`src/rtl/cg_pkg.sv`:
```
// cg_pkg: shared state encoding and default parameters for the clock-gating controller.
package cg_pkg;

    typedef enum logic [1:0] {
        ST_RUN   = 2'd0,
        ST_DRAIN = 2'd1,
        ST_GATED = 2'd2,
        ST_WAKE  = 2'd3
    } cg_state_e;

    localparam int IDLE_CYCLES_DEF = 8;
    localparam int WAKE_CYCLES_DEF = 2;
    localparam int CNT_W_DEF       = 8;

endpackage

```
`src/rtl/cg_latch_lo.sv`:
```
// cg_latch_lo: low-transparent enable latch with async set on reset, plus the gating AND.
module cg_latch_lo (
    input  logic i_ck,
    input  logic i_rn,
    input  logic i_d,
    output logic o_gck
);

    logic r_en_lat;

    // Opaque while the clock is high, so the enable only changes during the low phase.
    always_latch begin
        if (!i_rn)
            r_en_lat <= 1'b1;
        else if (!i_ck)
            r_en_lat <= i_d;
    end

    assign o_gck = i_ck & r_en_lat;

endmodule

```
`src/rtl/cg_ctrl_lo.sv`:
```
// cg_ctrl_lo: idle-driven clock-gating controller with sleep request/ok handshake.
// Defining CG_TEST_EN adds a TE input that forces the gated clock on for scan.
module cg_ctrl_lo
    import cg_pkg::*;
#(
    parameter int IDLE_CYCLES = IDLE_CYCLES_DEF,
    parameter int WAKE_CYCLES = WAKE_CYCLES_DEF,
    parameter int CNT_W       = CNT_W_DEF
) (
    input  logic       CK,
    input  logic       RN,
`ifdef CG_TEST_EN
    input  logic       TE,
`endif
    input  logic       busy_i,
    input  logic       wake_req,
    input  logic       sleep_ok_i,
    output logic       sleep_req_o,
    output logic       wake_ack,
    output logic       gated_o,
    output logic [1:0] state_o,
    output logic       GCK
);

    localparam logic [CNT_W-1:0] IDLE_LAST = CNT_W'(IDLE_CYCLES - 1);
    localparam logic [CNT_W-1:0] WAKE_LAST = CNT_W'(WAKE_CYCLES - 1);

    cg_state_e        r_state, w_nstate;
    logic [CNT_W-1:0] r_cnt, w_ncnt;
    logic             r_en, r_sleep_req, r_wake_ack, r_gated;
    logic             w_wake_ack, w_lat_d;

    always_comb begin
        w_nstate = r_state;
        w_ncnt   = r_cnt;
        case (r_state)
            ST_RUN: begin
                if (busy_i)
                    w_ncnt = '0;
                else if (r_cnt == IDLE_LAST) begin
                    w_nstate = ST_DRAIN;
                    w_ncnt   = '0;
                end else if (r_cnt != '1)
                    w_ncnt = r_cnt + CNT_W'(1);
            end
            ST_DRAIN: begin
                if (busy_i || wake_req) begin
                    w_nstate = ST_RUN;
                    w_ncnt   = '0;
                end else if (sleep_ok_i)
                    w_nstate = ST_GATED;
            end
            ST_GATED: begin
                if (busy_i || wake_req) begin
                    w_nstate = ST_WAKE;
                    w_ncnt   = '0;
                end
            end
            ST_WAKE: begin
                w_nstate = (r_cnt == WAKE_LAST) ? ST_RUN : ST_WAKE;
                w_ncnt   = (r_cnt == WAKE_LAST) ? '0 : r_cnt + CNT_W'(1);
            end
        endcase
        w_wake_ack = (r_state == ST_RUN && wake_req) || (r_state == ST_WAKE && r_cnt == WAKE_LAST);
    end

    always_ff @(posedge CK or negedge RN) begin
        if (!RN) begin
            r_state     <= ST_RUN;
            r_cnt       <= '0;
            r_en        <= 1'b1;
            r_sleep_req <= 1'b0;
            r_wake_ack  <= 1'b0;
            r_gated     <= 1'b0;
        end else begin
            r_state     <= w_nstate;
            r_cnt       <= w_ncnt;
            r_en        <= (w_nstate != ST_GATED);
            r_sleep_req <= (w_nstate == ST_DRAIN) || (w_nstate == ST_GATED);
            r_wake_ack  <= w_wake_ack;
            r_gated     <= (w_nstate == ST_GATED);
        end
    end

`ifdef CG_TEST_EN
    assign w_lat_d = r_en | TE;
`else
    assign w_lat_d = r_en;
`endif

    cg_latch_lo u_latch (
        .i_ck  (CK),
        .i_rn  (RN),
        .i_d   (w_lat_d),
        .o_gck (GCK)
    );

    assign sleep_req_o = r_sleep_req;
    assign wake_ack    = r_wake_ack;
    assign gated_o     = r_gated;
    assign state_o     = r_state;

endmodule

```
`config.mk`:
```
export PLATFORM = sky130hd
export DESIGN_NAME = cg_ctrl_lo
export DESIGN_NICKNAME = d
export VERILOG_FILES = /design/src/rtl/cg_pkg.sv /design/src/rtl/cg_latch_lo.sv /design/src/rtl/cg_ctrl_lo.sv
export SDC_FILE = /design/constraint.sdc
export NUM_CORES = 1
export LEC_CHECK = 0
export ABC_AREA = 1
export ABC_CLOCK_PERIOD_IN_PS = 2100
export BUFFER_PORTS_ARGS = -buffer_cell sky130_fd_sc_hd__buf_2
export CORE_MARGIN = 3
export CORE_UTILIZATION = 40
export CTS_CLUSTER_DIAMETER = 60
export CTS_CLUSTER_SIZE = 24
export DETAILED_ROUTE_END_ITERATION = 10
export MAX_ROUTING_LAYER = met4
export SKIP_LAST_GASP = 1
export SLEW_MARGIN = 5
export SYNTH_ARGS = -nofsm -noshare
export SYNTH_HDL_FRONTEND = slang
export SYNTH_SLANG_ARGS = --single-unit
```
`constraint.sdc`:
```
create_clock -name CK -period 2.1 [get_ports CK]
set_input_delay 0.42 -clock CK [delete_from_list [all_inputs] [get_ports CK]]
set_output_delay 0.42 -clock CK [all_outputs]
set_load 0.01 [all_outputs]
```
==> results_dict.tcl <==
set metrics [dict create \
    start_util 0.429 \
    grt_setup_unrepaired "yes" \
    regArea_um2 367 \
    crit_path_start "u_latch.r_en_lat" \
    violations "setup timing" \
    slew_headroom 0.776 \
    net-switching-power_uw 482 \
    fillers 259 \
    grt_pass1_vias 1065 \
    die-area_um2 3370 \
    io_pins 11 \
    power.internal_uw 647 \
    synth.area.mux_share 0 \
    drtAntennaViolNets 0 \
    wire_per_inst_um 12.2 \
    die_h_um 58.0 \
    crit_fanout 1 \
    ys_top_cells_by_area "dfrtp_1 (30%), nand2_1 (20%), ha_1 (10%), nand4_1 (8.7%), inv_1 (5.2%)" \
    drt_wl_total_um 2510 \
    place_congestion 0.846 \
    synth_fa_ha_area_frac 0.104 \
    insertedDiodeCount 0 \
    syn_area_um2 1080 \
    sw_frac_of_total 0.427 \
    drt_pre_antenna_iters 4 \
    grt_start_max_net_pins 16 \
    clk_latency_ns 0.39 \
    power_frac_comb 0.361 \
    slew_violations 0 \
    path_class "latch to primary output" \
    synth_largest_area_cell "dfrtp_1" \
    ys_warn_count 0 \
    nets 189 \
    fp.dieW_um 58.0 \
    grt_remaining_overflow 0 \
    endpoint_kind "primary output" \
    synth_simple_gate_area_share 0.449 \
    io_buffers 10 \
    via_per_inst 5.16 \
    holdCritPathClass "primary input to clock gate" \
    rr_worst_depth 2 \
    power.share.clock 0.305 \
    min_from "RN" \
    grt.total_usage 0.191 \
    area_growth_pct 16.0 \
    cp.arrival_ns 1.86 \
    grt_antenna_before_repair 0 \
    rows 18 \
    p_leak_nw 0.686 \
    seqPwrFrac 0.333 \
    synth_cells 154 \
    fin_ws_ns -0.179 \
    drt_iter0_markers 39 \
    r2r_end "u_latch.r_en_lat" \
    avgSynthCellArea_um2 7.03 \
    ys_types 24 \
    cts_resized 0 \
    skew_ns 0.119 \
    layout-drive-gt1-share 0.206 \
    status "finished, violations left" \
    setup_viol 2 \
    r2r-start "r_en" \
    p_per_area_nw_per_um2 899 \
    worstMarginPinSlew_ns 0.334 \
    dp_hpwl_um 1890 \
    cts_tree "built" \
    path_clk_slew_ns 0.04 \
    synth_top_family_by_area "simple AND/OR/NAND/NOR gates" \
    fin_tns_setup_ns -0.179 \
    ff2ff_setup_slack_ns 0.35 \
    start_kind "latch" \
    crit_required_ns 1.68 \
    multiInputGateArea_um2 627 \
    synth_top_cell_area_share 0.301 \
    synth_compound_area_frac 0.0266 \
    core-area_um2 2520 \
    cap_violations 0 \
    peakVddDrop_v 0.000513 \
    fin_cells 205 \
    ys_ff_latch 15 \
    dr_total_vias 1057 \
    hold_violations 0 \
    route.detailed.drc 0 \
    synthesis.nets 168 \
    cts_setup_buffers 0 \
    synth_xor_area_frac 0 \
    place_inst 195 \
    grt_first_pass_wirelength_um 4550 \
    whs_path_depth 3 \
]
==> cells in the mapped netlist <==
cell / number
a31oi_1: 1
clkbuf_1: 2
clkinv_1: 1
dfrtp_1: 13
dfstp_2: 1
dlxtp_1: 1
ha_1: 9
inv_1: 15
inv_2: 4
inv_4: 1
nand2_1: 57
nand2_2: 3
nand2_4: 2
nand3_1: 7
nand3_2: 1
nand3b_1: 1
nand4_1: 15
nor2_1: 10
nor2_2: 2
nor2_4: 2
nor3_1: 1
o211ai_1: 1
o21ai_1: 3
or2_1: 1
==> worst max-delay path by stage <==
stage,to,slack [ns]
after detailed placement,GCK,0.16
after global placement,GCK,0.16
after CTS,GCK,-0.20
after floorplan,GCK,0.22
final,GCK,-0.18
after global routing,GCK,-0.28
==> what timing repair did <==
| item | 4_1_cts | 5_1_grt |
|---|---|---|
| hold buffers | 1 | 0 |
| setup endpoints to repair | 2 | 2 |
| endpoints found under the hold margin | 1 | 0 |
==> metal layers <==
layer	up-vias	track usage	wire length [µm]	part of all wire
li1	543	-	-	-
met1	480	0.222	1150	0.46
met2	26	0.261	1130	0.45
met3	8	0.0713	137	0.055
met4	0	0.152	95	0.038
met5	-	-	0	0
==> state kept, by name (all words and copies together), names as in the netlist <==
| name | flops |
|---|---|
| r_cnt | 8 |
| state_o | 2 |
| gated_o | 1 |
| r_en | 1 |
| sleep_req_o | 1 |
| u_latch.r_en_lat | 1 |
| wake_ack | 1 |
==> layout by cell type (no fill, tap or decap) <==
master,instances
nor2_2,2
dfrtp_1,13
nand2_1,57
dlygate4sd3_1,1
dlxtp_1,1
inv_4,1
buf_4,3
dfstp_2,1
nand4_1,15
o211ai_1,1
nand3_2,1
inv_1,15
nor3_1,1
nand2_2,3
ha_1,9
or2_1,1
clkbuf_4,7
nand2_4,2
nand3_1,7
buf_2,10
nor2_1,10
a31oi_1,1
o21ai_1,3
clkinv_1,1
nand3b_1,1
inv_2,4
clkbuf_1,2
nor2_4,2
==> power groups by stage <==
stage          logic (mW)  clock network, mW  registers (mW)
6_report            0.408              0.345           0.376
4_1_cts             0.412              0.361           0.377
5_1_grt             0.472              0.395           0.388
3_3_place_gp        0.395             0.0468           0.380
2_1_floorplan       0.269             0.0309           0.383
3_5_place_dp        0.408             0.0468           0.382
==> stage by stage <==
step / instance area [µm²] / hold WS [ns] / worst slack, ns / util / power (mW)
global route: 1250 / 0.0183 / -0.281 / 0.498 / 1.26
floorplan: 1080 / -0.630 / 0.224 / - / 0.683
detailed placement: 1180 / -0.290 / 0.158 / 0.470 / 0.837
CTS: 1250 / 0.00643 / -0.201 / 0.498 / 1.15
global placement: 1180 / -0.291 / 0.156 / 0.470 / 0.822
finish: 1250 / 0.00266 / -0.179 / 0.498 / 1.13
==> critical path, stage by stage, from the launching register on <==
cell	delay [ns]
dlxtp_1	0.31
nand2_1	0.05
inv_1	0.04
buf_2	0.11
==> layout make-up <==
type | instances | share of cell area
multi-input cells | 116 | 0.500
clock inverters | 1 | 0.00299
well taps | 30 | 0.0299
clock buffers | 10 | 0.0518
repair buffers | 13 | 0.0618
inverters | 20 | 0.0618
flip-flops and latches | 15 | 0.292
==> cells by family after synthesis <==
logic type	Yosys count
compound gates	5
fa+ha+maj	9
buf+inv	23
flops	14
latches	1
simple gates	102
Power figures use the tool's default switching activity.
